==> src/rtl/mem_pkg.sv <==
// Shared types for the MEM-stage data memory access unit.
package mem_pkg;

  typedef enum logic [1:0] {
    SZ_BYTE = 2'b00,
    SZ_HALF = 2'b01,
    SZ_WORD = 2'b10
  } size_e;

  typedef enum logic {
    IDLE   = 1'b0,
    RMW_WR = 1'b1
  } state_e;

endpackage

==> src/rtl/mem_lane_mux.sv <==
// Combinational byte-lane steering: load extract/extend and sub-word store merge.
module mem_lane_mux
  import mem_pkg::*;
(
  input  logic [31:0] word_i,
  input  logic [31:0] new_data_i,
  input  logic [1:0]  lane_i,
  input  logic [1:0]  size_i,
  input  logic        signed_i,
  output logic [31:0] load_data_o,
  output logic [31:0] merged_o
);

  logic [7:0]  byte_sel;
  logic [15:0] half_sel;

  always_comb begin
    byte_sel    = word_i[{lane_i, 3'b000} +: 8];
    half_sel    = lane_i[1] ? word_i[31:16] : word_i[15:0];
    load_data_o = word_i;
    merged_o    = new_data_i;
    // Size 2'b11 is reserved and falls through to the whole-word behaviour.
    case (size_i)
      SZ_BYTE: begin
        load_data_o = {{24{signed_i & byte_sel[7]}}, byte_sel};
        merged_o    = word_i;
        merged_o[{lane_i, 3'b000} +: 8] = new_data_i[7:0];
      end
      SZ_HALF: begin
        load_data_o = {{16{signed_i & half_sel[15]}}, half_sel};
        merged_o    = word_i;
        merged_o[{lane_i[1], 4'b0000} +: 16] = new_data_i[15:0];
      end
      default: ;
    endcase
  end

endmodule

==> src/rtl/mem_access_unit.sv <==
// MEM-stage initiator: loads in one cycle, sub-word stores as a stalled read-modify-write.
// Define MEM_ALIGN_CHECK_EN to enable misalignment and range checking on addr_err.
module mem_access_unit
  import mem_pkg::*;
#(
  parameter int MEM_WORDS = 512
) (
  input  logic        clk,
  input  logic        rst,
  input  logic        req_read,
  input  logic        req_write,
  input  logic [1:0]  req_size,
  input  logic        req_signed,
  input  logic [31:0] req_addr,
  input  logic [31:0] req_wdata,
  output logic [31:0] load_data,
  output logic        load_valid,
  output logic        stall,
  output logic        addr_err,
  output logic [31:0] mem_address,
  output logic [31:0] mem_wdata,
  output logic        mem_read,
  output logic        mem_write,
  input  logic [31:0] mem_rdata
);

  state_e      state_q, state_d;
  logic [31:0] merge_q, merge_d;
  logic [31:0] merged;
  logic        err;

  mem_lane_mux u_lane_mux (
    .word_i      (mem_rdata),
    .new_data_i  (req_wdata),
    .lane_i      (req_addr[1:0]),
    .size_i      (req_size),
    .signed_i    (req_signed),
    .load_data_o (load_data),
    .merged_o    (merged)
  );

  assign mem_address = {req_addr[31:2], 2'b00};

`ifdef MEM_ALIGN_CHECK_EN
  logic misaligned;
  logic out_of_range;

  always_comb begin
    misaligned   = ((req_size == SZ_HALF) && req_addr[0]) ||
                   (req_size[1] && (req_addr[1:0] != 2'b00));
    out_of_range = {2'b00, req_addr[31:2]} >= 32'(MEM_WORDS);
    err          = (req_read || req_write) && (state_q == IDLE) &&
                   (misaligned || out_of_range);
  end
`else
  assign err = 1'b0;
`endif

  assign addr_err = err;

  always_comb begin
    state_d    = state_q;
    merge_d    = merge_q;
    mem_read   = 1'b0;
    mem_write  = 1'b0;
    mem_wdata  = req_wdata;
    load_valid = 1'b0;
    stall      = 1'b0;
    case (state_q)
      IDLE: begin
        // A store takes priority over a simultaneous load.
        if (err) begin
          state_d = IDLE;
        end else if (req_write) begin
          if (req_size[1]) begin
            mem_write = 1'b1;
          end else begin
            mem_read = 1'b1;
            stall    = 1'b1;
            merge_d  = merged;
            state_d  = RMW_WR;
          end
        end else if (req_read) begin
          mem_read   = 1'b1;
          load_valid = 1'b1;
        end
      end
      RMW_WR: begin
        mem_write = 1'b1;
        mem_wdata = merge_q;
        state_d   = IDLE;
      end
      default: state_d = IDLE;
    endcase
  end

  always_ff @(posedge clk or posedge rst) begin
    if (rst) begin
      state_q <= IDLE;
      merge_q <= 32'h0;
    end else begin
      state_q <= state_d;
      merge_q <= merge_d;
    end
  end

endmodule
==> config.mk <==
export PLATFORM = sky130hd
export DESIGN_NAME = mem_access_unit
export DESIGN_NICKNAME = d
export VERILOG_FILES = /design/src/rtl/mem_pkg.sv /design/src/rtl/mem_lane_mux.sv /design/src/rtl/mem_access_unit.sv
export SDC_FILE = /design/constraint.sdc
export NUM_CORES = 1
export LEC_CHECK = 0
export BUFFER_PORTS_ARGS = -buffer_cell sky130_fd_sc_hd__buf_2
export CAP_MARGIN = 0
export CORE_MARGIN = 2
export CORE_UTILIZATION = 45
export CTS_CLUSTER_DIAMETER = 100
export DETAILED_ROUTE_END_ITERATION = 8
export PLACE_DENSITY = 0.88
export SYNTH_ARGS = -nofsm -noshare
export SYNTH_HDL_FRONTEND = slang
export SYNTH_SLANG_ARGS = --single-unit
==> constraint.sdc <==
create_clock -name clk -period 1.9 [get_ports clk]
set_clock_uncertainty 0.05 [all_clocks]
set_input_delay 0.095 -clock clk [delete_from_list [all_inputs] [get_ports clk]]
set_output_delay 0.095 -clock clk [all_outputs]
set_load 0.05 [all_outputs]
==> flow_metrics.env, run 1 <==
export IMPL_grt_max_degree=46
export IMPL_worst_pin_slew_ps=933.2
export IMPL_vias_per_cell=6.194
export IMPL_cts_max_level=2
export IMPL_core_um2=7607
export IMPL_async_flop_share_pct=100.0
export IMPL_relSlewSlack_pct=37.31
export IMPL_dieArea_um2=8455
export IMPL_drtAntennaViolNets=0
export IMPL_yosysWarnings=0
export IMPL_numCtsBuffers=5
export IMPL_syn_avg_cell_area_um2=8.702
export IMPL_dieWidth_um=91.95
export IMPL_r2r_slack_ps=220
export IMPL_ys_seq_area_share_pct=23.72
export IMPL_via_count=3791
export IMPL_grt_ovfl_total=0
export IMPL_use_met2_pct=47.18
export IMPL_drv_slew=0
export IMPL_grt_setup_unrepaired="false"
export IMPL_drt_iter0_drc=423
export IMPL_hold_path_end="merge_q[2]"
export IMPL_rr_worst_depth=5
export IMPL_busiest_layer="met2"
export IMPL_antenna_found_initial=0
export IMPL_syn_area_um2=3481
export IMPL_r2r_end="merge_q[25]"
export IMPL_synth_edf_count=0
export IMPL_yosysTopAreaCellShare_pct=23.72
export IMPL_wirelength_um=12090
export IMPL_setup_viol=0
export IMPL_final_cell_count_no_fill=612
export IMPL_grt_pass1_vias=3587
export IMPL_io_buffers=140
export IMPL_worstPathRequired_ps=1750
export IMPL_fin_crit_ps=1835
export IMPL_cts_tree="yes"
export IMPL_ys_types=43
export IMPL_start_kind="primary input"
export IMPL_nNetsFinal=617
export IMPL_row_count=32
export IMPL_dp_hpwl_um=9037
export IMPL_syn2layout_area_growth_pct=22.47
export IMPL_synthCells=400
export IMPL_worst_path_max_delay_cell="mux4_2"
export IMPL_clock_path_buffers=2
export IMPL_ir_drop_mv=0.4266
export IMPL_hold_path_class="primary input to flop"
export IMPL_drc=0
export IMPL_clkTransAtPathRegs_ps=70
export IMPL_endpoint_kind="output pin"
export IMPL_reg2reg_from="state_q"
export IMPL_dieHeight_um=91.95
export IMPL_crit_fanout=16
export IMPL_critPathArrivalTime_ps=1690
export IMPL_timing_final_crit_share_pct=96.56
export IMPL_hold_viol=0
export IMPL_powerDensity_nw_per_um2=696.5
export IMPL_firstDrtPassIters=5
export IMPL_max_cap_violations=0
export IMPL_critPathTopFamily="simple AND/OR/NAND/NOR gates"
export IMPL_dominantRegCellSynth="dfrtp_1"
export IMPL_cp_common_cell="buf_2"
export IMPL_wl_per_cell_um=19.76
export IMPL_use_met1_pct=35.72
export IMPL_p_leak_nw=2.083
export IMPL_min_delay_path_depth=3
export IMPL_ys_ff_latch=33
export IMPL_synthTopCellsByArea="dfrtp_1 (24%), mux2_2 (11%), buf_4 (7.3%)"
export IMPL_synth_top_area_cell="dfrtp_1"
export IMPL_critPathBufInv=3
export IMPL_worstHoldStart="req_wdata[2]"
export IMPL_place_inst=603
export IMPL_post_route_cells_drive_above_1_share_pct=46.47
export IMPL_clock_latency_ps=280
export IMPL_grt_pass1_wl_um=18510
export IMPL_worst_setup_path_type="primary input to output pin"
export IMPL_status="completed"
export IMPL_root_buffer="clkbuf_8"
export IMPL_num_io_pins=204
export IMPL_antenna_cells=0
export IMPL_timing_setup_tns_ps=0
export IMPL_grt_use_total_pct=27.60
export IMPL_max_freq_mhz=545.1
export IMPL_place_gp_congestion=0.9745
export IMPL_path_cells="buf_2 -> buf_12 -> mux4_2 -> and3_4 -> nor2_8 -> nand2_1 -> buf_2"
export IMPL_clock_sinks=33
export IMPL_start_util_pct=45.76
export IMPL_max_stage_delay_ps=520
export IMPL_met3_usage_pct=4.191
## placed cells by master, fill, tap and decap left out, types with 2 or more instances in the layout
cell	synthesis	layout
a211oi_2	0	7
a21oi_1	24	24
a221o_2	8	8
a221oi_1	9	8
a22o_1	8	8
a22oi_1	3	3
and2b_1	2	2
buf_12	0	2
buf_2	12	140
buf_4	34	19
clkbuf_8	0	7
conb_1	1	3
dfrtp_1	33	33
ha_1	5	5
inv_1	4	4
mux2_2	35	35
mux2i_1	22	22
mux4_2	7	7
nand2_1	55	55
nand3b_1	2	2
nor2_1	29	29
nor2b_1	28	28
nor3_1	4	4
nor3b_1	4	3
o21ai_0	3	3
o221ai_1	21	21
o22ai_1	8	8
or2_2	2	2
## report_power, final
group	internal, mW	switching (mW)
Sequential	0.824	0.0735
Clock	0.328	0.272
Combinational	0.472	1.00
Total	1.62	1.35
## synthesized netlist by cell type, types with 2 or more instances
cell type and instances:
clkbuf_1 11, o22ai_1 8, a221o_2 8, ha_1 5
or2_2 2, buf_1 3, nand3b_1 2, a211oi_1 7
dfrtp_1 33, nor2_1 29, a221oi_1 9, a21oi_1 24
a22o_1 8, o221ai_1 21, mux2i_1 22, inv_1 4
nor3b_1 4, mux4_2 7, and2b_1 2, buf_4 34
mux2_2 35, buf_2 12, nor3_1 4, nand2_1 55
o21ai_0 3, buf_6 2, a22oi_1 3, nor2b_1 28
## what timing repair did
item / 4_1_cts / 5_1_grt
setup buffers: 0 / 0
gates resized for setup: 0 / 1
setup endpoints to repair: 0 / 13
hold endpoints to repair: 33 / 0
hold buffers: 1 / 0
## registers in the layout, indices dropped and copies added, names as in the netlist
| signal | cells |
|---|---|
| state_q | 1 |
| merge_q | 32 |
## layer usage
layer | up-vias | part of all wire (%)
met4 | 0 | 3.5
met1 | 1773 | 37
met5 | - | 0
met3 | 57 | 11
met2 | 303 | 49
li1 | 1658 | -
## how the worst max path moves through the flow
stage,start,to,slack (ps),cells past startpoint
floorplan,state_q,mem_read,60,5
global placement,req_addr[0],merge_q[9],50,7
detailed placement,req_addr[1],merge_q[11],-20,7
CTS,req_addr[0],load_data[26],60,7
global route,req_addr[0],load_data[24],6,7
finish,req_addr[0],load_data[29],70,7
## kinds of logic (layout without fill, tap and decap cells)
family | after synthesis | after routing | share of synthesized area (%)
other | 1 | 3 | 0.1077
adders and majority gates | 5 | 5 | 1.797
muxes | 65 | 65 | 22.93
buffers and inverters | 68 | 176 | 12.18
and+or+nand+nor | 135 | 135 | 19.12
AOI/OAI and AO/OA | 93 | 93 | 20.13
DFF | 33 | 33 | 23.72
## layout make-up
class / instances / area [um^2]
Sequential cell: 33 / 825.8
Multi-Input combinational cell: 301 / 2285
Inverter: 5 / 18.77
Fill cell: 700 / 3344
Clock inverter: 1 / 5.005
Tap cell: 102 / 127.6
Timing Repair Buffer: 163 / 904.6
Clock buffer: 7 / 96.34
## stage by stage
step	hold slack (ps)	setup slack [ps]	power [mW]	area [um^2]	utilization, %
final	120.4	65.45	2.969	4263	56.04
after global routing	121.7	6.024	3.098	4263	56.04
after CTS	114.2	56.36	2.965	4259	55.99
after global placement	140.3	50.70	2.327	4148	54.52
after detailed placement	140.3	-19.33	2.366	4148	54.52
after floorplan	173.9	62.15	2.133	3535	-
## worst register-to-register path: cells and delay by family, from the launching register on
kind	cells	cell delay (ps)
buffers and inverters	2	380
AND/OR/NAND/NOR	2	530
flip-flops	1	390
AO/OA/AOI/OAI	1	240
No activity file was read; power rests on OpenSTA's default activity.
==> run 2: changes to the inputs <==
- BUFFER_PORTS_ARGS: -buffer_cell sky130_fd_sc_hd__buf_2 -> -buffer_cell sky130_fd_sc_hd__clkbuf_2
==> run 2 against run 1 <==
Core utilization up 3.2 points. Register-to-register slack worse by 30 ps. Total power up 2.5%. Final cell count unchanged. Via count up 1.5%. Global-route usage down 0.32 points. Routed wire length up 0.50%. Combinational power up 9%. Non-clock buffer count up 1.
==> flow_metrics.env, run 2 (synthesis results as in run 1) <==
export IMPL_status="completed"
export IMPL_cts_max_level=2
export IMPL_timing_final_crit_share_pct=97.33
export IMPL_dieWidth_um=91.95
export IMPL_row_count=32
export IMPL_final_common_cell="clkbuf_2"
export IMPL_cp_startpoint="state_q"
export IMPL_final_cell_mix="clkbuf_2 (121), nand2_1 (55), mux2_2 (35)"
export IMPL_cts_tree="yes"
export IMPL_worst_setup_path_type="flop to output pin"
export IMPL_max_stage_delay_ps=420
export IMPL_wl_per_cell_um=19.86
export IMPL_start_kind="flop"
export IMPL_worstPathRequired_ps=1750
export IMPL_numCtsBuffers=5
export IMPL_place_gp_congestion=0.9879
export IMPL_timing_setup_tns_ps=0
export IMPL_firstDrtPassIters=6
export IMPL_r2r_slack_ps=190
export IMPL_via_count=3849
export IMPL_grt_max_degree=46
export IMPL_nNetsFinal=618
export IMPL_hold_path_class="primary input to flop"
export IMPL_vias_per_cell=6.289
export IMPL_grt_use_total_pct=27.28
export IMPL_critPathTopFamily="buffers and inverters"
export IMPL_clock_path_buffers=2
export IMPL_wirelength_um=12150
export IMPL_critPathArrivalTime_ps=1700
export IMPL_start_util_pct=45.76
export IMPL_max_freq_mhz=540.7
export IMPL_reg_top3="merge_q x32, state_q x1"
export IMPL_io_buffers=140
export IMPL_num_io_pins=204
export IMPL_setup_viol=0
export IMPL_relSlewSlack_pct=45.22
export IMPL_hold_viol=0
export IMPL_drt_iter0_drc=447
export IMPL_dp_hpwl_um=9064
export IMPL_worstHoldStart="req_wdata[2]"
export IMPL_dieArea_um2=8455
export IMPL_grt_pass1_wl_um=18160
export IMPL_path_cells="buf_4 -> mux2_2 -> clkbuf_2"
export IMPL_drc=0
export IMPL_drtAntennaViolNets=0
export IMPL_grt_setup_unrepaired="false"
export IMPL_max_cap_violations=0
export IMPL_crit_fanout=35
export IMPL_clock_latency_ps=290
export IMPL_fillers=665
export IMPL_fin_util_pct=59.21
export IMPL_p_leak_nw=2.185
export IMPL_worst_path_max_delay_cell="mux2_2"
export IMPL_powerDensity_nw_per_um2=675.6
export IMPL_core_um2=7607
export IMPL_clock_sinks=33
export IMPL_dieHeight_um=91.95
export IMPL_clkTransAtPathRegs_ps=60
export IMPL_fin_crit_ps=1849
export IMPL_largest_reg_flops=32
export IMPL_syn2layout_area_growth_pct=29.40
export IMPL_reg2reg_from="state_q"
export IMPL_antenna_cells=0
export IMPL_critPathBufInv=2
export IMPL_post_route_cells_drive_above_1_share_pct=46.47
export IMPL_grt_ovfl_total=0
export IMPL_ir_drop_mv=0.4251
export IMPL_cts_setup_buffers=0
export IMPL_top_register="merge_q"
export IMPL_drv_slew=0
export IMPL_antenna_found_initial=0
export IMPL_endpoint_kind="output pin"
export IMPL_worst_pin_slew_ps=815.5
export IMPL_grt_pass1_vias=3578
export IMPL_root_buffer="clkbuf_8"
==> run 2: area by class of cell <==
type | instances | area (um^2) | share of cell area, %
Sequential cell | 33 | 825.8 | 18.33
Clock buffer | 7 | 86.33 | 1.917
Tap cell | 102 | 127.6 | 2.833
Timing Repair Buffer | 164 | 1156 | 25.67
Inverter | 5 | 18.77 | 0.4167
Multi-Input combinational cell | 301 | 2290 | 50.83
==> run 2: path summary, 6_finish.rpt <==
check | endpoint | cells after the start
worst max-delay path | mem_wdata[8] | 3
worst min-delay path | merge_q[2] | 3
worst max register to register | merge_q[25] | 5
worst min register to register | merge_q[11] | 2
max in group asynchronous | merge_q[0] | 4
min in group asynchronous | merge_q[17] | 4
==> run 2: where the power goes <==
part	leakage [nW]	internal, mW	switching, mW
Sequential	0.405	0.824	0.0750
Combinational	1.74	0.578	1.02
Clock	0.0443	0.287	0.255
==> run 2: timing repair <==
item	in CTS	in global routing
hold buffers	1	0
endpoints found under the setup margin	0	13
gates resized for setup	0	5
hold endpoints to repair	33	0
==> run 2: layer usage <==
| layer | track usage, % | vias to the layer above | part of all wire, % |
|---|---|---|---|
| li1 | - | 1658 | - |
| met1 | 34.39 | 1829 | 36 |
| met2 | 45.83 | 310 | 48 |
| met3 | 4.848 | 52 | 12 |
| met4 | 11.94 | 0 | 3.9 |
| met5 | 0 | - | 0 |
==> run 2: worst register-to-register path, stage by stage, from the launching register on <==
cell,delay (ps)
dfrtp_1,380
or3b_2,480
inv_1,170
nand2_1,70
buf_4,230
o221ai_1,250
==> run 2: through the flow <==
| step | area (um^2) | instances | worst slack (ps) | hold slack [ps] | power [mW] |
|---|---|---|---|---|---|
| final | 4504 | 612 | 50.70 | 111.9 | 3.043 |
| after global routing | 4504 | 612 | 5.086 | 127.1 | 3.172 |
| after CTS | 4472 | 611 | 38.44 | 104.5 | 3.028 |
| after detailed placement | 4375 | 603 | -89.55 | 140.3 | 2.489 |
| after global placement | 4375 | 603 | 18.27 | 140.3 | 2.454 |
| after floorplan | 3535 | 402 | 62.15 | 173.9 | 2.133 |
==> run 3: changes to the inputs <==
==> constraint.sdc (replaced) <==
create_clock -name clk -period 1.9 [get_ports clk]
set_clock_uncertainty 0.05 [all_clocks]
set_input_delay 0.285 -clock clk [delete_from_list [all_inputs] [get_ports clk]]
set_output_delay 0.285 -clock clk [all_outputs]
set_load 0.05 [all_outputs]
==> run 3 against run 2 <==
The run now ends with negative setup slack left. Global-route usage increased by 3.6 points. Highest routed layer unchanged. Via count rose by 4.0%. Maximum frequency down 5.9%. Register-to-register slack better by 20 ps. Final cell count rose by 5.2%. Largest power group unchanged. Critical path depth is 2 higher. Final area increased by 14%. Combinational power rose by 14%. Count of clock-buffer cells in the layout fell by 2. Clock power grew 1%. Sequential cell count is the same. Worst setup slack worse by 120 ps.
==> flow_metrics.env, run 3 (synthesis results as in run 1) <==
export IMPL_status="complete, but fails checks"
export IMPL_failed_checks="negative setup slack"
export IMPL_start_util_pct=45.76
export IMPL_syn2layout_area_growth_pct=47.77
export IMPL_clkTransAtPathRegs_ps=80
export IMPL_io_buffers=140
export IMPL_max_freq_mhz=508.6
export IMPL_nNetsFinal=649
export IMPL_max_cap_violations=0
export IMPL_core_um2=7607
export IMPL_clock_sinks=33
export IMPL_start_kind="primary input"
export IMPL_clock_path_buffers=2
export IMPL_hold_path_class="primary input to asynchronous set/reset pin"
export IMPL_swShare_pct=45.30
export IMPL_internal_power_mw=1.788
export IMPL_post_route_cells_drive_above_1_share_pct=54.43
export IMPL_place_gp_congestion=0.9815
export IMPL_grt_pass1_vias=3794
export IMPL_critPathArrivalTime_ps=1630
export IMPL_comb_power_share_pct=55.8
export IMPL_p_sw_mw=1.481
export IMPL_grt_max_degree=39
export IMPL_seqPwrFrac_pct=27.4
export IMPL_worst_pin_slew_ps=542.9
export IMPL_fin_crit_ps=1966
export IMPL_largest_reg_flops=32
export IMPL_grt_setup_unrepaired="true"
export IMPL_row_count=32
export IMPL_p_leak_nw=2.431
export IMPL_firstDrtPassIters=6
export IMPL_ir_drop_mv=0.3616
export IMPL_powerDensity_nw_per_um2=635.5
export IMPL_dp_hpwl_um=9692
export IMPL_dieWidth_um=91.95
export IMPL_antenna_found_initial=0
export IMPL_vias_per_cell=6.214
export IMPL_dieArea_um2=8455
export IMPL_postCtsHoldBufs=0
export IMPL_drt_iter0_drc=495
export IMPL_pre_cts_ws_ps=-267.4
export IMPL_top_register="merge_q"
export IMPL_via_count=4002
export IMPL_grt_use_total_pct=30.91
export IMPL_numCtsBuffers=5
export IMPL_relSlewSlack_pct=63.29
export IMPL_grt_pass1_wl_um=20610
export IMPL_timing_final_crit_share_pct=103.5
export IMPL_wirelength_um=13710
export IMPL_final_cell_mix="clkbuf_2 (100), buf_4 (46), nand2_1 (44)"
export IMPL_final_cell_count_no_fill=644
export IMPL_grt_ovfl_total=0
export IMPL_antenna_cells=0
export IMPL_final_common_cell="clkbuf_2"
export IMPL_setup_ws_ps=-66.27
export IMPL_clkPwrFrac_pct=16.8
export IMPL_worstPathRequired_ps=1560
export IMPL_endpoint_kind="output pin"
export IMPL_cts_max_level=2
export IMPL_drv_slew=0
export IMPL_num_io_pins=204
export IMPL_cts_tree="yes"
export IMPL_setup_viol=25
export IMPL_clock_latency_ps=290
export IMPL_drc=0
export IMPL_dieHeight_um=91.95
export IMPL_crit_fanout=5
export IMPL_worst_setup_path_type="primary input to output pin"
export IMPL_wl_per_cell_um=21.30
export IMPL_root_buffer="clkbuf_8"
export IMPL_drtAntennaViolNets=0
export IMPL_place_inst=632
export IMPL_r2r_slack_ps=210
export IMPL_reg_top3="merge_q x32, state_q x1"
export IMPL_hold_viol=0
-- run 3: worst max-delay path: stages --
cell and delay [ps]:
buf_8 80, mux4_2 540, and3_4 210, a221o_2 350, buf_12 160
-- run 3: worst paths after layout --
check,start,endpoint,cells after the start
min in group clk,mem_rdata[6],merge_q[6],3
worst max-delay path,req_addr[0],load_data[15],5
worst min-delay path,rst,merge_q[5],3
worst max register to register,state_q,merge_q[18],5
max in group asynchronous,rst,merge_q[10],3
worst min register to register,merge_q[14],merge_q[14],2
-- run 3: per-stage QoR --
| step | TNS (ps) | cell area [um^2] | power, mW | utilization [%] | hold WS [ps] |
|---|---|---|---|---|---|
| 2_1_floorplan | -614.3 | 3610 | 2.163 | - | 363.9 |
| 3_5_place_dp | -8455 | 4663 | 2.560 | 61.30 | 344.7 |
| 3_3_place_gp | -5975 | 4663 | 2.531 | 61.30 | 332.8 |
| 4_1_cts | -1095 | 4997 | 3.189 | 65.69 | 33.42 |
| 6_report | -884.8 | 5144 | 3.269 | 67.62 | 18.83 |
| 5_1_grt | -1220 | 5144 | 3.393 | 67.62 | 52.41 |
-- run 3: cell type report --
cell class              count  area (um^2)
multi-input cells         303         2507
flip-flops and latches     33        825.8
clock inverters             3        17.52
well taps                 102        127.6
repair buffers            193         1578
clock buffers               5        68.82
fillers                   567         2464
inverters                   5        18.77
-- run 3: power groups by stage --
stage / sequential (mW) / clock [mW] / combinational, mW
3_3_place_gp: 0.903 / 0 / 1.63
6_report: 0.895 / 0.550 / 1.82
2_1_floorplan: 0.876 / 0 / 1.29
3_5_place_dp: 0.904 / 0 / 1.66
5_1_grt: 0.906 / 0.583 / 1.90
4_1_cts: 0.893 / 0.552 / 1.74
-- run 3: layer usage --
layer  vias to the layer above  wire, um  track usage [%]
li1                       1716         -                -
met1                      1886      5113            41.47
met2                       315      6319            48.96
met3                        85      1626            5.259
met4                         0       654            13.93
met5                         -         0                0
-- run 3: repair_timing --
action                     CTS  global route
pin swaps                   10             8
cloned                       2             0
buffers inserted             1             1
resized for setup           54            47
setup endpoints to repair   54            45
